--- config.mk ---
export PLATFORM = sky130hd
export DESIGN_NAME = mem_arbiter
export DESIGN_NICKNAME = d
export VERILOG_FILES = /design/src/rtl/mem_arbiter.sv
export SDC_FILE = /design/constraint.sdc
export NUM_CORES = 1
export LEC_CHECK = 0
export BUFFER_PORTS_ARGS = -buffer_cell sky130_fd_sc_hd__buf_2
export CORE_AREA = 2 2 104 106
export DETAILED_ROUTE_END_ITERATION = 10
export DIE_AREA = 0 0 106 108
export PLACE_DENSITY_LB_ADDON = 0.3
export SYNTH_ARGS = -nofsm -noshare
export SYNTH_HDL_FRONTEND = slang
export SYNTH_SLANG_ARGS = --single-unit
--- constraint.sdc ---
create_clock -name clk -period 1.5 [get_ports clk]
set_clock_uncertainty 0.1 [all_clocks]
set_input_delay 0.15 -clock clk [delete_from_list [all_inputs] [get_ports clk]]
set_output_delay 0.15 -clock clk [all_outputs]
set_load 0.02 [all_outputs]
--- src/rtl/mem_arbiter.sv ---
// rtl/mem_arbiter.sv - two-requester (fetch/data) arbiter for one fixed-latency memory port
// At most one transaction in flight; fetch is forced through after STARVE_MAX contended losses.
module mem_arbiter #(
  parameter int MEM_LAT    = 2,
  parameter int STARVE_MAX = 3
) (
  input  logic        clk,
  input  logic        rst,
  input  logic        i_req,
  input  logic [31:0] i_addr,
  output logic        i_gnt,
  output logic        i_rvalid,
  output logic [31:0] i_rdata,
  input  logic        d_req,
  input  logic        d_we,
  input  logic [31:0] d_addr,
  input  logic [31:0] d_wdata,
  output logic        d_gnt,
  output logic        d_rvalid,
  output logic [31:0] d_rdata,
  output logic        mem_en,
  output logic        mem_we,
  output logic [31:0] mem_addr,
  output logic [31:0] mem_wdata,
  input  logic [31:0] mem_rdata
);

  localparam int CW = (MEM_LAT > 1) ? $clog2(MEM_LAT) : 1;
  localparam int SW = $clog2(STARVE_MAX + 1);
  localparam logic [CW-1:0] CNT_INIT   = CW'(MEM_LAT - 1);
  localparam logic [SW-1:0] STARVE_TOP = SW'(STARVE_MAX);
  localparam logic OWN_I = 1'b0;
  localparam logic OWN_D = 1'b1;

  typedef enum logic {ST_IDLE, ST_BUSY} state_t;

  state_t        r_state, w_state_nxt;
  logic [CW-1:0] r_cnt, w_cnt_nxt;
  logic          r_owner, w_owner_nxt;
  logic [SW-1:0] r_starve, w_starve_nxt;

  logic w_done;
  logic w_arb;
  logic w_i_wins;

  assign w_done   = (r_state == ST_BUSY) && (r_cnt == '0);
  assign w_arb    = (r_state == ST_IDLE) || w_done;
  assign w_i_wins = i_req && (!d_req || (r_starve == STARVE_TOP));

  always_ff @(posedge clk) begin
    if (rst) begin
      r_state  <= ST_IDLE;
      r_cnt    <= '0;
      r_owner  <= OWN_I;
      r_starve <= '0;
    end else begin
      r_state  <= w_state_nxt;
      r_cnt    <= w_cnt_nxt;
      r_owner  <= w_owner_nxt;
      r_starve <= w_starve_nxt;
    end
  end

  always_comb begin
    w_state_nxt  = r_state;
    w_cnt_nxt    = r_cnt;
    w_owner_nxt  = r_owner;
    w_starve_nxt = r_starve;
    i_gnt        = 1'b0;
    d_gnt        = 1'b0;
    i_rvalid     = 1'b0;
    d_rvalid     = 1'b0;
    i_rdata      = '0;
    d_rdata      = '0;
    mem_en       = 1'b0;
    mem_we       = 1'b0;
    mem_addr     = '0;
    mem_wdata    = '0;

    // Reset masks every output, so an abandoned transaction never completes.
    if (!rst) begin
      if (w_done) begin
        w_state_nxt = ST_IDLE;
        if (r_owner == OWN_I) begin
          i_rvalid = 1'b1;
          i_rdata  = mem_rdata;
        end else begin
          d_rvalid = 1'b1;
          d_rdata  = mem_rdata;
        end
      end else if (r_state == ST_BUSY) begin
        w_cnt_nxt = r_cnt - CW'(1);
      end

      if (w_arb && w_i_wins) begin
        i_gnt        = 1'b1;
        mem_en       = 1'b1;
        mem_addr     = i_addr;
        w_owner_nxt  = OWN_I;
        w_starve_nxt = '0;
        w_state_nxt  = ST_BUSY;
        w_cnt_nxt    = CNT_INIT;
      end else if (w_arb && d_req) begin
        d_gnt       = 1'b1;
        mem_en      = 1'b1;
        mem_we      = d_we;
        mem_addr    = d_addr;
        mem_wdata   = d_wdata;
        w_owner_nxt = OWN_D;
        w_state_nxt = ST_BUSY;
        w_cnt_nxt   = CNT_INIT;
        if (i_req && (r_starve != STARVE_TOP)) begin
          w_starve_nxt = r_starve + SW'(1);
        end
      end
    end
  end

endmodule

# ---- Yosys cells after proc, flatten, opt, wreduce, memory -nomap -nowiden
# Index checks and enable logic that the tools add are counted.
dict set report classes {
  add_sub_neg 2
  eq_ne 3
  mux 35
  bitwise_logic 2
  reduce_logical 13
}
# operator n
set op_table {}
lappend op_table {{$mux 32} 12}
lappend op_table {{$mux 1} 23}
lappend op_table {{$reduce_bool 3->1} 2}
lappend op_table {{$logic_and 1x1->1} 5}
lappend op_table {{$reduce_and 2->1} 2}
lappend op_table {{$ne 3x1->1 const B} 1}
lappend op_table {{$add 2x1->2 const B} 1}
lappend op_table {{$eq 2x2->1 const B} 1}
lappend op_table {{$logic_or 1x1->1} 2}
lappend op_table {{$ne 2x2->1 const B} 1}
lappend op_table {{$not 1->1} 2}
lappend op_table {{$reduce_or 2->1} 1}
lappend op_table {{$logic_not 1->1} 1}
lappend op_table {{$sub 1x1->1 const B} 1}
dict set report totals {
  register_bits 5
  inputBits 133
  out_inout_bits 134
}

# ---- Logic depth before layout (Yosys ltp)
dict set report depth {
  ltp_word 7
  depth_mapped 7
  ltp_nobuf 4
}

# ---- Worst setup path before layout
# No wires, ideal clock.
dict set report synth_path {
  path_kind {register -> output}
  startpoint {register r_starve[0]}
  endpoint {output port mem_addr[22]}
  t_arrival_ns 1.457
  t_required_ns 1.250
  slack_ns -0.207
  stages_incl_launch_ff 7
  path_buffers 2
  cell_sequence {dfxtp_1 > ha_1 > nor2b_1 > and3b_1 > clkbuf_1 > buf_2 > a22o_1}
}
dict set report synth_via {
  elab_chain_cells 6
}
# item line
set synth_lines {}
lappend synth_lines {{start: declaration} 40} ;# logic [SW-1:0] r_starve, w_starve_nxt;
lappend synth_lines {{start signal: assignment} 60} ;# r_starve <= w_starve_nxt;
lappend synth_lines {{$eq 2x2->1} 48} ;# assign w_i_wins = i_req && (!d_req || (r_starve == STARVE_TOP));
lappend synth_lines {{$logic_or 1x1->1} 48}
lappend synth_lines {{$logic_and 1x1->1} 48}
lappend synth_lines {{$logic_and 1x1->1} 95} ;# if (w_arb && w_i_wins) begin
lappend synth_lines {{$mux 32} 95}
lappend synth_lines {{$mux 32} 81} ;# if (!rst) begin
lappend synth_lines {{end: declaration} 23} ;# output logic [31:0] mem_addr,
# Every way passes these cells.

# ---- Worst setup path in the final report
dict set report layout_path {
  startpoint {register r_starve[1]}
  endpoint {output port mem_addr[24]}
}
# Same word-level chain as after synthesis.

==> flow_metrics.env <==
export IMPL_status="complete, but fails checks"
export IMPL_violations="setup timing"
export IMPL_ys_warn_count=0
export IMPL_worstPathMaxFanout=33
export IMPL_synth_avg_cell_area_um2=7.07
export IMPL_rows=37
export IMPL_syn_nets=309
export IMPL_num_nets_final=594
export IMPL_max_slew_margin_pct=84.5
export IMPL_die_x_um=106
export IMPL_vdd_drop_max_mv=0.396
export IMPL_first_pass_iters=4
export IMPL_grt_max_degree=34
export IMPL_worstRegToRegCells=7
export IMPL_max_freq_ghz=0.539
export IMPL_grt_ovfl_total=0
export IMPL_synth_mux_area_share_pct=0
export IMPL_synth_compound_area_share_pct=27.9
export IMPL_drive_above_1_share_pct=95.9
export IMPL_gr_usage_met2_pct=26.1
export IMPL_antenna_found_initial=2
export IMPL_vias_per_cell=4.07
export IMPL_end_kind="output pin"
export IMPL_rsz0062_at_grt="yes"
export IMPL_core_area_um2=10200
export IMPL_worst_pin_slew_ns=0.232
export IMPL_hold_viol_final=0
export IMPL_wirelength_mm=9.31
export IMPL_synthesis_area_um2=1240
export IMPL_post_route_drc_count=0
export IMPL_dp_hpwl_mm=6.28
export IMPL_synth_top_family_by_area="simple AND/OR/NAND/NOR gates"
export IMPL_grt_util_met1_pct=14.2
export IMPL_critPathLaunchType="flop"
export IMPL_final_common_cell="buf_6"
export IMPL_syn_inst=175
export IMPL_vias=2427
export IMPL_met3_usage_pct=2.53
export IMPL_worst_setup_path_type="reg2out"
export IMPL_worst_slack_ns=-0.356
export IMPL_setup_viol=133
export IMPL_cts_sink_count=5
export IMPL_slew_violations=0
export IMPL_final_cell_mix="buf_6, buf_2, and2_4"
export IMPL_final_util_pct=44.2
export IMPL_synthTopCellsByArea="and2_1, a22o_1, dfxtp_1"
export IMPL_clkLatencyLatePin_ns=0.22
export IMPL_hold_class="in2reg"
export IMPL_drt_iter0_markers=69
export IMPL_yosys_area_share_xor_xnor_pct=0
export IMPL_synth_top_area_share_pct=49.0
export IMPL_arrival_ns=1.61
export IMPL_hold_slack_ns=0.127
export IMPL_postRouteAntennaNets=0
export IMPL_area_delta_synth_final_pct=266
export IMPL_whs_path_depth=3
export IMPL_hold_buffers=0
export IMPL_root_buffer="clkbuf_8"
export IMPL_synth_seq_cells=5
export IMPL_synth_cell_types=26
export IMPL_grtUsageTotal_pct=12.9
export IMPL_synth_seq_area_share_pct=8.09
export IMPL_dpl_cell_area_um2=3180
export IMPL_synthSimpleGateAreaFrac_pct=55.9
export IMPL_grt_pass1_wl_mm=12.0
export IMPL_initial_core_util_pct=12.1
export IMPL_portBuffers=266
export IMPL_cts_path_max_buffers=2
export IMPL_die_area_um2=11400
export IMPL_die_h_um=108
export IMPL_yosysTopAreaCell="and2_1"
export IMPL_wl_per_cell_um=15.6
export IMPL_grt_busiest_layer="met2"
export IMPL_gp_congestion=0.756
export IMPL_fillers=980
export IMPL_power_density_nw_per_um2=353
export IMPL_maxCapViolCount=0
export IMPL_power_leakage_nw=2.40
export IMPL_final_area_um2=4520
export IMPL_worstPathRequired_ns=1.25
export IMPL_power_total_mw=1.60
export IMPL_synthAdderAreaFrac_pct=1.01
export IMPL_cts_buffers=3
export IMPL_path_clk_slew_ns=0.04
export IMPL_htree_levels=1
export IMPL_grt_pass1_vias=2325
export IMPL_cts_tree="built"
export IMPL_layout_min_cycle_time_ns=1.86
export IMPL_pin_count=267
export IMPL_min_period_over_period_pct=124
==> state kept, by name (all words and copies together), names as in the netlist <==
register and cells:
r_starve 2, r_cnt 1, r_owner 1, r_state 1
==> cell usage after synthesis <==
library cell / n
a211oi_1: 1
a21bo_2: 1
a21boi_0: 1
a21oi_1: 2
a21oi_2: 1
a22o_1: 32
and2_1: 97
and3_1: 1
and3b_1: 2
buf_2: 5
buf_4: 1
buf_6: 1
clkbuf_1: 9
clkbuf_2: 2
dfxtp_1: 5
ha_1: 1
nand2_1: 3
nand2b_1: 1
nand3_1: 1
nand3b_1: 1
nor2_1: 1
nor2b_1: 2
nor4b_2: 1
o21a_1: 1
o21ai_0: 1
o31a_1: 1
==> what timing repair did <==
action | in CTS | in global routing
cloned | 6 | 3
setup buffers | 5 | 4
resized for setup | 228 | 134
endpoints found under the setup margin | 133 | 134
pin swaps | 30 | 30
==> metal layers <==
metal	vias to the layer above	share of wire, %
li1	1165	-
met1	1133	35
met2	117	57
met3	10	6.3
met4	2	0.82
met5	-	0.14
==> final timing paths <==
kind,slack (ns),to,startpoint
setup reg to reg,0.05,r_owner,r_cnt
setup / recovery,-0.36,mem_addr[24],r_starve[1]
hold / removal,0.13,r_cnt,rst
hold reg to reg,0.38,r_starve[1],r_starve[1]
==> through the flow <==
step | setup WS, ns | instances | setup TNS, ns
finish | -0.356 | 596 | -38.55
global route | -0.404 | 595 | -45.07
CTS | -0.368 | 590 | -36.39
detailed placement | -0.156 | 575 | -8.17
global placement | -0.128 | 575 | -7.05
floorplan | -0.0534 | 175 | -1.37
==> layout make-up <==
| cell class | count | area (µm²) | area share (%) |
|---|---|---|---|
| multi-input cells | 152 | 1590 | 35.2 |
| well taps | 136 | 170 | 3.76 |
| clock buffers | 4 | 45.0 | 0.996 |
| flip-flops and latches | 5 | 105 | 2.32 |
| diodes | 1 | 2.50 | 0.0553 |
| repair buffers | 298 | 2610 | 57.6 |
==> worst max-delay path: stages (launching register included) <==
cell and delay, ns:
dfxtp_2 0.33, ha_4 0.17, nor2b_4 0.10, and3b_2 0.22, buf_12 0.18, a22o_4 0.23
buf_2 0.15
==> power breakdown <==
part	switching (mW)	internal [mW]	leakage (nW)	total [mW]
registers	0.00964	0.145	0.0426	0.154
clock network	0.0685	0.183	0.0228	0.251
logic	0.514	0.678	2.33	1.19
==> logic make-up after synthesis <==
kind of cell / after synthesis
adders and majority gates: 1
buffers and inverters: 18
and+or+nand+nor: 110
DFF: 5
AOI/OAI and AO/OA: 41
(Power assumes the default switching activity.)
